### src/rtl/reg_writeback.sv
// Register-file write-port arbiter: ALU results win, colliding load results queue in a small FIFO.
// Optional pending-target mask output enabled by `REG_WRITEBACK_PENDING_MASK_EN.
module reg_writeback #(
  parameter int DEPTH = 4,
  parameter int AW    = 2
) (
  input  logic          clk_w_i,
  input  logic          res_w_i_h,
  input  logic          alu_valid_w_i,
  input  logic [4:0]    alu_rd_w_i,
  input  logic [31:0]   alu_data_w_i,
  input  logic          ld_valid_w_i,
  output logic          ld_ready_w_o,
  input  logic [4:0]    ld_rd_w_i,
  input  logic [31:0]   ld_data_w_i,
  output logic [4:0]    wr_reg_w_o,
  output logic [31:0]   wr_data_w_o,
  output logic          reg_wr_flag_w_o,
  output logic [AW:0]   fifo_cnt_w_o
`ifdef REG_WRITEBACK_PENDING_MASK_EN
  ,
  output logic [31:0]   pend_mask_w_o
`endif
);

  logic [4:0]    fifo_rd_q   [DEPTH];
  logic [31:0]   fifo_data_q [DEPTH];
  logic [AW-1:0] wr_ptr_q, rd_ptr_q;
  logic [AW:0]   cnt_q, cnt_d;

  logic [4:0]    wr_reg_q, wr_reg_d;
  logic [31:0]   wr_data_q, wr_data_d;
  logic          flag_q, flag_d;

  logic          ld_ready;
  logic          ld_xfer;
  logic          push;
  logic          pop;
  logic          bypass;

  always_comb begin
    ld_ready  = (cnt_q != (AW+1)'(DEPTH)) && !res_w_i_h;
    ld_xfer   = ld_valid_w_i && ld_ready;
    wr_reg_d  = wr_reg_q;
    wr_data_d = wr_data_q;
    flag_d    = 1'b0;
    pop       = 1'b0;
    bypass    = 1'b0;

    // An ALU write to x0 still owns the port this cycle, so it blocks the pop.
    if (alu_valid_w_i) begin
      if (alu_rd_w_i != 5'd0) begin
        flag_d    = 1'b1;
        wr_reg_d  = alu_rd_w_i;
        wr_data_d = alu_data_w_i;
      end
    end else if (cnt_q != '0) begin
      pop       = 1'b1;
      flag_d    = 1'b1;
      wr_reg_d  = fifo_rd_q[rd_ptr_q];
      wr_data_d = fifo_data_q[rd_ptr_q];
    end else if (ld_xfer && (ld_rd_w_i != 5'd0)) begin
      bypass    = 1'b1;
      flag_d    = 1'b1;
      wr_reg_d  = ld_rd_w_i;
      wr_data_d = ld_data_w_i;
    end

    // Loads to x0 complete the handshake but are never stored.
    push = ld_xfer && (ld_rd_w_i != 5'd0) && !bypass;

    unique case ({push, pop})
      2'b10:   cnt_d = cnt_q + 1'b1;
      2'b01:   cnt_d = cnt_q - 1'b1;
      default: cnt_d = cnt_q;
    endcase
  end

  always_ff @(posedge clk_w_i) begin
    if (res_w_i_h) begin
      wr_ptr_q  <= '0;
      rd_ptr_q  <= '0;
      cnt_q     <= '0;
      wr_reg_q  <= '0;
      wr_data_q <= '0;
      flag_q    <= 1'b0;
    end else begin
      if (push) wr_ptr_q <= wr_ptr_q + 1'b1;
      if (pop)  rd_ptr_q <= rd_ptr_q + 1'b1;
      cnt_q     <= cnt_d;
      wr_reg_q  <= wr_reg_d;
      wr_data_q <= wr_data_d;
      flag_q    <= flag_d;
    end
  end

  // Storage has no reset; push is already held off while reset is high.
  always_ff @(posedge clk_w_i) begin
    if (push) begin
      fifo_rd_q[wr_ptr_q]   <= ld_rd_w_i;
      fifo_data_q[wr_ptr_q] <= ld_data_w_i;
    end
  end

  assign ld_ready_w_o    = ld_ready;
  assign wr_reg_w_o      = wr_reg_q;
  assign wr_data_w_o     = wr_data_q;
  assign reg_wr_flag_w_o = flag_q;
  assign fifo_cnt_w_o    = cnt_q;

`ifdef REG_WRITEBACK_PENDING_MASK_EN
  logic [DEPTH-1:0] slot_valid;
  logic [31:0]      pend_mask;

  // A slot is live when its distance from the read pointer is below the occupancy.
  for (genvar gi = 0; gi < DEPTH; gi++) begin : g_slot
    logic [AW-1:0] offset;
    assign offset         = AW'(gi) - rd_ptr_q;
    assign slot_valid[gi] = ({1'b0, offset} < cnt_q);
  end

  always_comb begin
    pend_mask = '0;
    for (int i = 0; i < DEPTH; i++) begin
      if (slot_valid[i]) pend_mask[fifo_rd_q[i]] = 1'b1;
    end
    pend_mask[0] = 1'b0;
    if (res_w_i_h) pend_mask = '0;
  end

  assign pend_mask_w_o = pend_mask;
`endif

endmodule

### config.mk
export PLATFORM = sky130hd
export DESIGN_NAME = reg_writeback
export DESIGN_NICKNAME = d
export VERILOG_FILES = /design/src/rtl/reg_writeback.sv
export SDC_FILE = /design/constraint.sdc
export NUM_CORES = 1
export LEC_CHECK = 0
export BUFFER_PORTS_ARGS = -buffer_cell sky130_fd_sc_hd__buf_2
export CAP_MARGIN = 25
export CORE_MARGIN = 3
export CORE_UTILIZATION = 40
export DETAILED_ROUTE_END_ITERATION = 16
export SETUP_SLACK_MARGIN = 0.15
export SLEW_MARGIN = 40
export SYNTH_ARGS = -nofsm -noshare
export SYNTH_HDL_FRONTEND = slang
export SYNTH_SLANG_ARGS = --single-unit
### constraint.sdc
create_clock -name clk_w_i -period 3.7 [get_ports clk_w_i]
set_input_delay 0.37 -clock clk_w_i [delete_from_list [all_inputs] [get_ports clk_w_i]]
set_output_delay 0.37 -clock clk_w_i [all_outputs]
set_load 0.03 [all_outputs]
## Word-level counts from Yosys, hierarchy flattened

Memories as Yosys holds them, arrays and structs flattened. A register that Yosys moved wholly into a read port is not among the register bits.
Index checks and enable logic that the tools add are counted.

- Bits of input ports: 78
- Flip-flop bits (word level): 45
- Memory bits (writable): 148
- Memories kept: 2
- Output and inout bits: 42

- Add/sub/neg operators: 4
- Reduce and logical (&&, ||, !) cells: 12
- Multiplexer cells: 23
- Equal/unequal tests: 4

Memory list:

| name | depth | width | rd ports | clocked after Yosys merged registers in | write ports | RTL line | text |
|---|---|---|---|---|---|---|---|
| fifo_data_q | 4 | 32 | 1 | 1 | 1 | 27 | `logic [31:0] fifo_data_q [DEPTH];` |
| fifo_rd_q | 4 | 5 | 1 | 1 | 1 | 26 | `logic [4:0] fifo_rd_q [DEPTH];` |

Operators with widths:

| operator | number |
|---|---|
| 32-bit two-way mux | 4 |
| 5-bit two-way mux | 4 |
| 1-bit two-way mux | 10 |
| 5-bit nonzero test | 2 |
| 2-bit two-way mux | 4 |
| 3-bit one-hot mux with 2 select lines | 1 |
| 3-bit nonzero test | 2 |
| 2-bit by 1-bit adder with 2-bit output (second input constant) | 2 |
| 1-bit logical AND | 4 |
| 3-bit by 1-bit adder with 3-bit output (second input constant) | 1 |
| 3-bit inequality test (second input constant) | 1 |
| 3-bit by 1-bit subtractor with 3-bit output (second input constant) | 1 |
| 2-bit by 1-bit == test with 1-bit output (second input constant) | 1 |
| 2-bit == test (second input constant) | 1 |
| 1-bit zero test | 2 |
| 2-bit by 1-bit inequality test with 1-bit output (second input constant) | 1 |
| 2-bit AND reduction | 1 |
| 2-bit nonzero test | 1 |

## Longest topological paths before layout

- Depth after elaboration: 11
- Gate-level depth with buffers: 11
- Gate-level depth less buffers: 10

## Worst setup path before layout

Ideal clock, no wire load.

- Path type: register to register
- Start point: register cnt_q[1], in the netlist fifo_cnt_w_o[1]
- End point: memory fifo_data_q[0][0], enable pin
- Data required time: 3.302 ns
- Clock period less this slack: 2.858 ns
- Path buffers: 1
- Setup slack: 0.842 ns
- Arrival time: 2.461 ns
- Stages on the path, launching flop included: 6
- Path through: dfxtp_1 -> inv_1 -> a31oi_4 -> and4_1 -> clkbuf_1 -> and2_1

- Longest elaborated chain between the ends: 11
- Elaborated cells on any way between the ends: 12
- Those cells by class: 1 x eq/ne; 5 x mux; 6 x reduce/logical

Ends and longest elaborated chain:

| what | RTL line | text |
|---|---|---|
| start, declared | 29 | `logic [AW:0] cnt_q, cnt_d;` |
| start signal, assigned | 90 | `cnt_q <= cnt_d;` |
| 3-bit inequality test (*) | 42 | `ld_ready = (cnt_q != (AW+1)'(DEPTH)) && !res_w_i_h;` |
| 1-bit logical AND (*) | 42 |  |
| net ld_ready_w_o | 13 | `output logic ld_ready_w_o,` |
| 1-bit logical AND (*) | 43 | `ld_xfer = ld_valid_w_i && ld_ready;` |
| 1-bit logical AND (*) | 62, 70 |  |
| 1-bit two-way mux | 62 | `end else if (ld_xfer && (ld_rd_w_i != 5'd0)) begin` |
| 1-bit two-way mux | 57 | `end else if (cnt_q != '0) begin` |
| 1-bit two-way mux | 51 | `if (alu_valid_w_i) begin` |
| 1-bit zero test | 70 | `push = ld_xfer && (ld_rd_w_i != 5'd0) && !bypass;` |
| 1-bit logical AND (*) | 70 |  |
| 1-bit two-way mux (*) | 99 | `if (push) begin` |
| 1-bit two-way mux (implied by the code) (*) | 101 | `fifo_data_q[wr_ptr_q] <= ld_data_w_i;` |
| end, declared | 27 |  |

The timed path passes the listed nets; every way through them passes the cells marked *.

## Final worst setup path

- Start point: register cnt_q[1], in the netlist fifo_cnt_w_o[1]
- End point: register cnt_q[2], in the netlist fifo_cnt_w_o[2]

- Longest elaborated chain between the ends: 11
- Elaborated cells on any way between the ends: 18
- Those cells by class: 2 x add/sub; 3 x eq/ne; 6 x mux; 7 x reduce/logical

Ends and longest elaborated chain:

| what | RTL line | text |
|---|---|---|
| 3-bit inequality test | 42 |  |
| 1-bit logical AND | 42 |  |
| 1-bit logical AND | 43 |  |
| 1-bit logical AND | 62, 70 |  |
| 1-bit two-way mux | 62 |  |
| 1-bit two-way mux | 57 |  |
| 1-bit two-way mux | 51 |  |
| 1-bit zero test | 70 |  |
| 1-bit logical AND | 70 |  |
| 2-bit by 1-bit == test with 1-bit output or 2-bit == test (tied branches) | 72 | `unique case ({push, pop})` |
| 3-bit one-hot mux with 2 select lines or 2-bit nonzero test (tied branches) | - |  |

Parallel ways exist; a longest one is shown, timed or not.
A chain may end at the register's enable or synchronous reset.

==> summary.md <==
| Metric | Value |
|---|---|
| Height of the die | `148 µm` |
| Overall Power | `6340 µW` |
| Crit path cell chain | `nor3_2 -> nand2b_1 -> and4_1 -> inv_1 -> ha_1 -> inv_1 -> fa_1 -> xor2_1 -> or3_1 -> a21oi_1` |
| Fin nets | `668` |
| Tightest Pin Transition | `0.753 ns` |
| First-pass GRT wire length | `29000 µm` |
| Mapped Avg Cell Area | `17.4 µm²` |
| Top cells by area, synth | `edfxtp_1, dfxtp_1, mux4_2` |
| Period utilization | `72.8%` |
| Hpwl dp | `11800 µm` |
| Cell accounting for the most synthesized area | `edfxtp_1` |
| Power Density | `661 nW/µm²` |
| Hold violation count in the final report | `0` |
| CP Class | `flip-flop to flip-flop` |
| Hold WC Path Type | `primary input to flip-flop` |
| Leading register cell type out of synthesis | `edfxtp_1` |
| Initial Utilization | `41.2%` |
| Async SR Flop Fraction | `0%` |
| Top-area cell type share of the netlist area | `54.7%` |
| Worst-Skew Late Latency | `0.43 ns` |
| CTS Sinks | `195` |
| Most numerous cell in the Yosys netlist | `edfxtp_1` |
| IO buf count | `119` |
| CTS tree | `built` |
| #FFs+latches synth | `195` |
| Antenna violations before repair | `1` |
| Slowest-stage cell, CP | `dfxtp_1` |
| Max-slew violations | `0` |
| Tot GR Track Use | `17.5%` |
| Post-synth EDFFs | `148` |
| Synthesized instance count | `468` |
| CORE AREA | `19700 µm²` |
| Sequential share of the synthesized area | `66.3%` |
| Total CTS buffers | `17` |
| Die area | `22000 µm²` |
| Switching Fraction | `33.3%` |
| Maximum fanout along the worst path | `7` |
| Setup Fix Bufs, Post-CTS | `0` |
| Internal power | `4230 µW` |
| Via count | `4766` |
| Residual DRC | `0` |
| Worst Min Path Start | `ld_data_w_i[17]` |
| Worst VDD drop | `0.000349 V` |
| RSZ-0062 raised after global routing | `no` |
| Max clock buf depth | `2` |
| I/O pin count | `120` |
| CTS clk-pin slew, worst paths | `0.08 ns` |
| Post-Syn Nets | `552` |
| CP endpoint kind | `flip-flop` |
| Yosys warns | `0` |
| Clk root buf | `clkbuf_16` |
| Delay-heaviest family, CP | `simple AND/OR/NAND/NOR gates` |
| RePlAce Congestion | `0.694` |
| DR WL/cell | `21.7 µm` |
| Clock power share | `27.9%` |
| Cts hold-fix bufs | `0` |
| Worst Setup Start Kind | `flip-flop` |
| Share of cells above drive strength 1 | `44.6%` |
| Overall routed net length | `18700 µm` |
| Worst EP required | `4.05 ns` |
| Final setup fails | `0` |
| Via density | `5.52` |
| Num rows | `51` |
| Area delta synth->final | `18.1%` |
| Worst rel slew slack | `49.8%` |
| Netlist cell types | `40` |
| Psw | `2110 µW` |
| Arrival time at the worst endpoint | `3.04 ns` |
| DRT Pass-1 Iters | `9` |
| Die X | `148 µm` |
| Run status | `completed` |
| Comb pwr share | `29.5%` |
| Worst reg2reg path startpoint | `fifo_cnt_w_o[1]` |
| CP startpoint | `fifo_cnt_w_o[1]` |
| Sequential Power Share | `42.7%` |
| Fin Setup TNS | `0 ns` |
| Crit path buf inv count | `2` |
| Mapped Area | `8120 µm²` |
| Min cycle time layout | `2.69 ns` |
| DR iter-0 viols | `535` |
| PostCTS Resize Cnt | `0` |
| Max cap viols | `0` |
| H-tree depth | `4` |
| Post-synth top cells | `edfxtp_1, dfxtp_1, inv_1, mux4_2, a222oi_1` |
| Largest net degree at the start of global routing | `48` |
| Final ANT Viol Nets | `0` |
| GRT overflow | `0` |
| Maximum clock frequency | `371 MHz` |
| Slowest stage delay, CP | `0.39 ns` |
| Vias in the first global route | `5029` |
| Cell seen most often among critical-path stages | `inv_1` |
| Skew final | `0.00949 ns` |
| P_leak | `0.00333 µW` |
-- final cells by class --
type | count | area (µm²)
inverter | 42 | 158
fill | 1689 | 10100
sequential | 195 | 5390
clock buffer | 17 | 425
timing repair buffer | 134 | 758
tap | 265 | 332
antenna | 1 | 2.50
multi-input combinational | 194 | 2380
clock inverter | 15 | 150
-- placed cells by master (no fill, tap or decap), types with 3 or more instances in the layout --
cell type and count:
nor3b_1 7, clkinv_4 5, dfxtp_1 45, buf_4 11, edfxtp_1 148, inv_8 4, xor2_1 3, mux4_2 37
a211oi_1 17, a222oi_1 36, and2_2 4, clkbuf_16 17, buf_2 119, nor2_1 10, buf_12 4, a211oi_2 19
nor3b_2 29, inv_1 41, ha_1 5
-- path summary, 6_finish.rpt --
| path | endpoint | slack [ns] | cells after the start |
|---|---|---|---|
| worst min-delay path | fifo_data_q[2][17] | 0.17 | 1 |
| worst max-delay path | fifo_cnt_w_o[2] | 1.01 | 10 |
| worst min register to register | wr_data_w_o[26] | 0.45 | 2 |
| worst max register to register | fifo_cnt_w_o[2] | 1.01 | 10 |
-- sequential cells by signal, summed over array words and instances (netlist names), named ones only --
signal           cells
fifo_data_q        128
wr_data_w_o         32
fifo_rd_q           20
wr_reg_w_o           5
fifo_cnt_w_o         3
rd_ptr_q             2
wr_ptr_q             2
reg_wr_flag_w_o      1
-- metrics by stage --
stage	std cells	hold slack [ns]	area (µm²)	utilization [%]	setup WS (ns)
CTS	862	0.147	9590	48.6	1.01
floorplan	468	0.469	8120	-	0.842
finish	863	0.168	9590	48.7	1.01
global placement	829	0.441	9010	45.7	1.06
detailed placement	830	0.442	9020	45.7	0.948
global route	862	0.160	9590	48.6	0.814
-- layer usage --
layer | wire length (µm) | part of all wire, % | vias to the layer above | track usage (%)
met5 | 8 | 0.043 | - | 0
met4 | 246 | 1.3 | 2 | 5.59
met3 | 1490 | 8.0 | 20 | 4.88
met2 | 8820 | 47 | 191 | 27.2
met1 | 8130 | 43 | 2426 | 23.9
li1 | - | - | 2127 | -
-- power groups by stage --
stage	Sequential (µW)	Combinational, µW	Clock (µW)
2_1_floorplan	2970	1170	0
3_3_place_gp	2750	1840	0
3_5_place_dp	2760	1890	0
4_1_cts	2710	1890	1810
5_1_grt	2740	2010	1900
6_report	2710	1870	1770
-- kinds of logic after synthesis --
family,Yosys count,share of synthesized area (%)
XOR/XNOR,5,0.539
AO/OA/AOI/OAI,80,9.78
AND/OR/NAND/NOR,65,7.16
buffers and inverters,79,4.81
flip-flops,195,66.3
adder cells (fa/ha/maj),6,1.02
multiplexers,38,10.4
Note: power is estimated with default switching activity, not from simulation.
